<file path="src/rtl/clk_en_gen.sv">
// Multi-channel clock-enable generator.
// From one source clock it produces one single-cycle strobe and one divided square
// wave per channel. Each channel has its own divide ratio, which can be changed at
// runtime. Any accepted write to a real channel re-settles the block, so that all
// channels restart phase-aligned. locked_o reports when the outputs are valid.
`timescale 1ns/1ps

module clk_en_gen #(
    parameter int                        NUM_CH      = 3,
    parameter int                        DIV_W       = 8,
    parameter int                        LOCK_CYCLES = 16,
    parameter logic [NUM_CH*DIV_W-1:0]   DIV_INIT    = 24'h04_03_01,
    localparam int                       CH_W        = (NUM_CH > 1) ? $clog2(NUM_CH) : 1
) (
    input  logic              clk_i,
    input  logic              rst_ni,
    input  logic              cfg_valid_i,
    output logic              cfg_ready_o,
    input  logic [CH_W-1:0]   cfg_ch_i,
    input  logic [DIV_W-1:0]  cfg_div_i,
    output logic [NUM_CH-1:0] clk_en_o,
    output logic [NUM_CH-1:0] clk_out_o,
    output logic              locked_o
);

    localparam int               SET_W    = (LOCK_CYCLES > 1) ? $clog2(LOCK_CYCLES) : 1;
    localparam logic [SET_W-1:0] SET_LAST = SET_W'(LOCK_CYCLES - 1);

    typedef enum logic {
        ST_SETTLE = 1'b0,
        ST_RUN    = 1'b1
    } state_e;

    state_e            state_q, state_d;
    logic [SET_W-1:0]  settle_q, settle_d;
    logic              locked_q, cfg_ready_q;
    logic [NUM_CH-1:0] clk_en_q, clk_out_q;
    logic [NUM_CH-1:0] en_d, out_d;
    logic              accept, ch_valid, cfg_hit, run_d;

    // cfg_ready_q is only ever high in RUN, so this is the whole handshake.
    assign accept   = cfg_valid_i & cfg_ready_q;
    // Out-of-range channel writes are consumed but must not disturb anything.
    assign ch_valid = (32'(cfg_ch_i) < NUM_CH);
    assign cfg_hit  = accept & ch_valid;

    // Next-state logic: SETTLE counts out the lock delay, RUN waits for a real write.
    always_comb begin
        state_d  = state_q;
        settle_d = settle_q;
        case (state_q)
            ST_SETTLE: begin
                if (settle_q == SET_LAST) begin
                    state_d  = ST_RUN;
                    settle_d = '0;
                end else begin
                    settle_d = settle_q + SET_W'(1);
                end
            end
            ST_RUN: begin
                if (cfg_hit) begin
                    state_d  = ST_SETTLE;
                    settle_d = '0;
                end
            end
            default: begin
                state_d  = ST_SETTLE;
                settle_d = '0;
            end
        endcase
    end

    assign run_d = (state_d == ST_RUN);

    generate
        for (genvar gi = 0; gi < NUM_CH; gi++) begin : g_ch
            logic [DIV_W-1:0] div_q, div_d;
            logic [DIV_W-1:0] cnt_q, cnt_d;
            logic [DIV_W-1:0] d_eff, half;

            // A ratio of 0 behaves as 1; high phase lasts ceil(d/2) cycles.
            assign d_eff = (div_q == '0) ? DIV_W'(1) : div_q;
            assign half  = (d_eff >> 1) + DIV_W'(d_eff[0]);

            // Counter advances only while staying in RUN; entering RUN starts it at 0.
            always_comb begin
                div_d = div_q;
                if (cfg_hit && (cfg_ch_i == CH_W'(gi))) begin
                    div_d = cfg_div_i;
                end
                cnt_d = '0;
                if ((state_q == ST_RUN) && run_d) begin
                    cnt_d = (cnt_q >= d_eff - DIV_W'(1)) ? '0 : cnt_q + DIV_W'(1);
                end
            end

            // Outputs are decoded from the next count so the flops line up with cnt.
            assign en_d[gi]  = run_d && (cnt_d == '0);
            assign out_d[gi] = run_d && (cnt_d < half);

            // Per-channel ratio and phase counter.
            always_ff @(posedge clk_i or negedge rst_ni) begin
                if (!rst_ni) begin
                    div_q <= DIV_INIT[gi*DIV_W +: DIV_W];
                    cnt_q <= '0;
                end else begin
                    div_q <= div_d;
                    cnt_q <= cnt_d;
                end
            end
        end
    endgenerate

    // FSM state plus all registered outputs.
    always_ff @(posedge clk_i or negedge rst_ni) begin
        if (!rst_ni) begin
            state_q     <= ST_SETTLE;
            settle_q    <= '0;
            locked_q    <= 1'b0;
            cfg_ready_q <= 1'b0;
            clk_en_q    <= '0;
            clk_out_q   <= '0;
        end else begin
            state_q     <= state_d;
            settle_q    <= settle_d;
            locked_q    <= run_d;
            cfg_ready_q <= run_d;
            clk_en_q    <= en_d;
            clk_out_q   <= out_d;
        end
    end

    assign cfg_ready_o = cfg_ready_q;
    assign locked_o    = locked_q;
    assign clk_en_o    = clk_en_q;
    assign clk_out_o   = clk_out_q;

endmodule
</file>
<file path="config.mk">
export PLATFORM = sky130hd
export DESIGN_NAME = clk_en_gen
export DESIGN_NICKNAME = d
export VERILOG_FILES = /design/src/rtl/clk_en_gen.sv
export SDC_FILE = /design/constraint.sdc
export NUM_CORES = 1
export LEC_CHECK = 0
export ABC_AREA = 1
export ABC_CLOCK_PERIOD_IN_PS = 4750
export CAP_MARGIN = 30
export CORE_UTILIZATION = 50
export CTS_BUF_LIST = sky130_fd_sc_hd__clkbuf_8
export DETAILED_ROUTE_END_ITERATION = 7
export HOLD_SLACK_MARGIN = 0.05
export PLACE_DENSITY = 0.68
export RECOVER_POWER = 25
export SYNTH_ARGS = -nofsm -noshare
export SYNTH_HDL_FRONTEND = slang
export SYNTH_SLANG_ARGS = --single-unit
</file>
<file path="constraint.sdc">
create_clock -name clk_i -period 4.75 [get_ports clk_i]
set_input_delay 1.425 -clock clk_i [delete_from_list [all_inputs] [get_ports clk_i]]
set_output_delay 1.425 -clock clk_i [all_outputs]
set_load 0.1 [all_outputs]
</file>
==> results by group <==
Status
  – Status: complete, no violations

Hold path
  – Min-Delay Path Depth: 2
  – Min-Delay Path Class: reg2reg
  – Hold Crit Start: g_ch[1].div_q[1]

Route
  – Detailed Routing Iterations Pass 1: 4
  – DRT iter0 DRCs: 168
  – Post-route ant nets: 0
  – Residual DRC: 0
  – Routed length per instance: 13.4 um
  – Vias per cell: 5.04
  – Via count: 3425
  – Routed wire length: 9090 um

STA
  – Min Clock Period, post-route: 3510 ps
  – Slew @ Worst Pin: 1440 ps
  – Max-slew violations: 0
  – RSZ-0062 raised after global routing: false
  – Final setup viols: 0
  – Final worst slack: 1240 ps
  – Final Hold Viols: 0
  – Setup TNS: 0 ps
  – F_max: 285 MHz
  – Max-Slew Margin vs Limit: 4.02%
  – Final worst-path cycle share: 73.9%
  – Clock skew: 6.20 ps

Synthesis
  – Synth top area share: 31.8%
  – Largest cells by area after synthesis: dfrtp_1 32%, ha_1 16%, nand2_1 11%, inv_1 7.4%, xor2_1 7.3%
  – Yosys synthesis warning count: 0
  – Synth unique cells: 33
  – Sequential cell area fraction in the yosys report: 34.2%
  – Synthesized flop and latch total: 59
  – Syn Inst Count: 550
  – Synth Net Count: 618
  – Post-synthesis average cell area: 7.87 um^2
  – Predominant post-synthesis flop cell: dfrtp_1
  – Ys async rst share: 100%
  – Most frequent cell after synthesis: nand2_1
  – Most area-hungry cell type in the Yosys netlist: dfrtp_1
  – Top post-synthesis cells by count: 122 x nand2_1, 85 x inv_1, 55 x dfrtp_1, 55 x ha_1, 49 x nor2_1
  – Synthesized cell area: 0.00433 mm^2
  – Number of synthesized flops with an enable pin: 0

Floorplan
  – # IOs: 21
  – Die Y: 95.1 um
  – Rows: 33
  – Core area: 0.00830 mm^2
  – Starting Density: 52.2%
  – Width of the chip: 95.1 um
  – Full die area: 0.00904 mm^2

GRT
  – Largest net degree at the start of global routing: 36
  – Number of global-route vias before repair: 3339
  – First-pass GRT wire length: 15700 um
  – Remaining global-route overflow: 0
  – Antenna violations before repair: 0
  – Global-route usage over all layers: 23.2%

Setup path
  – Required time of the critical path: 5010 ps
  – Critical Path AT: 3780 ps
  – Startpoint Class: flip-flop
  – Crit-path max FO: 5
  – Worst R2R Path Depth: 21
  – Crit path kind: reg2reg
  – R2R Path Start: g_ch[1].div_q[1]
  – Crit path from: g_ch[1].div_q[1]
  – Setup crit end kind: flip-flop

Power
  – Cell Pwr Density: 620 mW/mm^2
  – Total power: 2990 uW
  – P_leak: 0.00266 uW
  – Peak VDD IR: 0.327 mV

Cells and area
  – Fin area: 0.00482 mm^2
  – Layout Nets: 638
  – Antenna diodes: 0
  – Fraction of final layout cells sized beyond drive strength 1: 6.61%
  – Layout area overhead: 11.3%

Place
  – Pre-CTS setup slack: 1230 ps
  – Gpl congestion: 0.851
  – Port buffer count: 20
  – Post-place instance area: 0.00461 mm^2
  – Hpwl dp: 7310 um

Clocking
  – Post-CTS Setup Bufs: 0
  – Clk buf depth: 2
  – Inserted Clock Buffers: 9
  – Max H-tree Level: 3
  – Root buffer cell: clkbuf_8
  – CTS Hold Bufs: 0
  – Clk slew on worst S/H paths: 70 ps
  – PostCTS Resize Cnt: 0
  – TritonCTS clock tree: yes
  – Worst skew pair latency: 340 ps
  – TritonCTS Sinks: 59

Flow run
  – Maxcap violations: 0
==> per-stage QoR <==
stage	utilization, %	cells	hold slack [ps]
finish	58.1	680	506
global route	58.1	680	523
CTS	58.1	680	507
detailed placement	55.5	664	497
global placement	55.5	664	490
floorplan	-	550	468
==> power breakdown <==
group	switching, uW	total [uW]	internal, uW
Clock	219	490	272
Combinational	1050	1640	587
Sequential	189	857	668
==> cell usage in the layout (no fill, tap or decap), types with 2 or more instances in the layout <==
cell             synthesis  routed
inv_2                    2       2
o21ai_0                 26      26
nor2_1                  49      49
o211ai_1                 3       3
nand3_1                 30      30
clkbuf_8                 0      11
a21o_1                   4       4
ha_1                    55      55
dfrtp_1                 55      55
a21oi_1                 18      18
nand3_4                  3       3
nor3_2                   4       4
clkdlybuf4s50_1          0      18
or2_1                    4       4
nand4_1                  6       6
nand3_2                  2       2
clkinvlp_4               0       3
dfstp_2                  4       4
xnor2_1                  8       8
nand2_1                122     122
xor2_1                  36      36
nand3b_1                 7       7
nor3_1                   7       7
inv_1                   85      85
==> worst paths after layout <==
path                                    endpoint  slack (ps)
worst max-delay path                clk_out_o[1]        1240
worst min-delay path            g_ch[1].div_q[1]         510
worst max register to register      clk_out_o[1]        1240
worst min register to register  g_ch[1].div_q[1]         510
max in group asynchronous       g_ch[1].div_q[0]        2150
min in group asynchronous       g_ch[0].cnt_q[1]        1400
==> area by class of cell <==
cell class / instances / area, um^2
clock inverters: 5 / 61.3
inverters: 88 / 333
clock buffers: 11 / 151
multi-input cells: 391 / 2460
well taps: 105 / 131
flip-flops and latches: 59 / 1480
repair buffers: 21 / 201
fillers: 790 / 3480
==> registers in the layout, summed over array words and instances (netlist names) <==
| signal | count |
|---|---|
| g_ch.cnt_q | 24 |
| clk_en_o | 3 |
| g_ch.div_q | 24 |
| cfg_ready_o | 1 |
| clk_out_o | 3 |
| settle_q | 4 |
==> cell families (layout without fill, tap and decap cells) <==
| logic type | count (synthesis) | in the layout | synth area share [%] |
|---|---|---|---|
| xor+xnor | 44 | 44 | 8.90 |
| fa+ha+maj | 55 | 55 | 15.9 |
| compound gates | 55 | 55 | 7.25 |
| flops | 59 | 59 | 34.2 |
| simple gates | 237 | 237 | 24.8 |
| buf+inv | 100 | 125 | 8.96 |
==> critical path, cell delays in order, from the launching register on <==
cell	delay (ps)
dfstp_2	540
inv_1	50
nand2_1	60
inv_1	70
a41oi_2	240
ha_1	230
nand3_1	110
nor3_1	190
xor2_1	160
inv_1	50
ha_1	260
nand2_1	80
nor2_1	50
nor2_1	220
nand3_4	120
inv_1	120
nand3_2	80
inv_1	100
ha_1	250
a21oi_1	170
o211ai_1	110
a21oi_1	150
==> metal layers <==
layer	wire length (um)	vias to the layer above	track usage, %
met5	0	-	0
met3	298	8	4.15
met1	4410	1577	31.0
met4	120	0	8.96
li1	-	1794	-
met2	4260	46	37.1
Note: power is estimated with default switching activity, not from simulation.
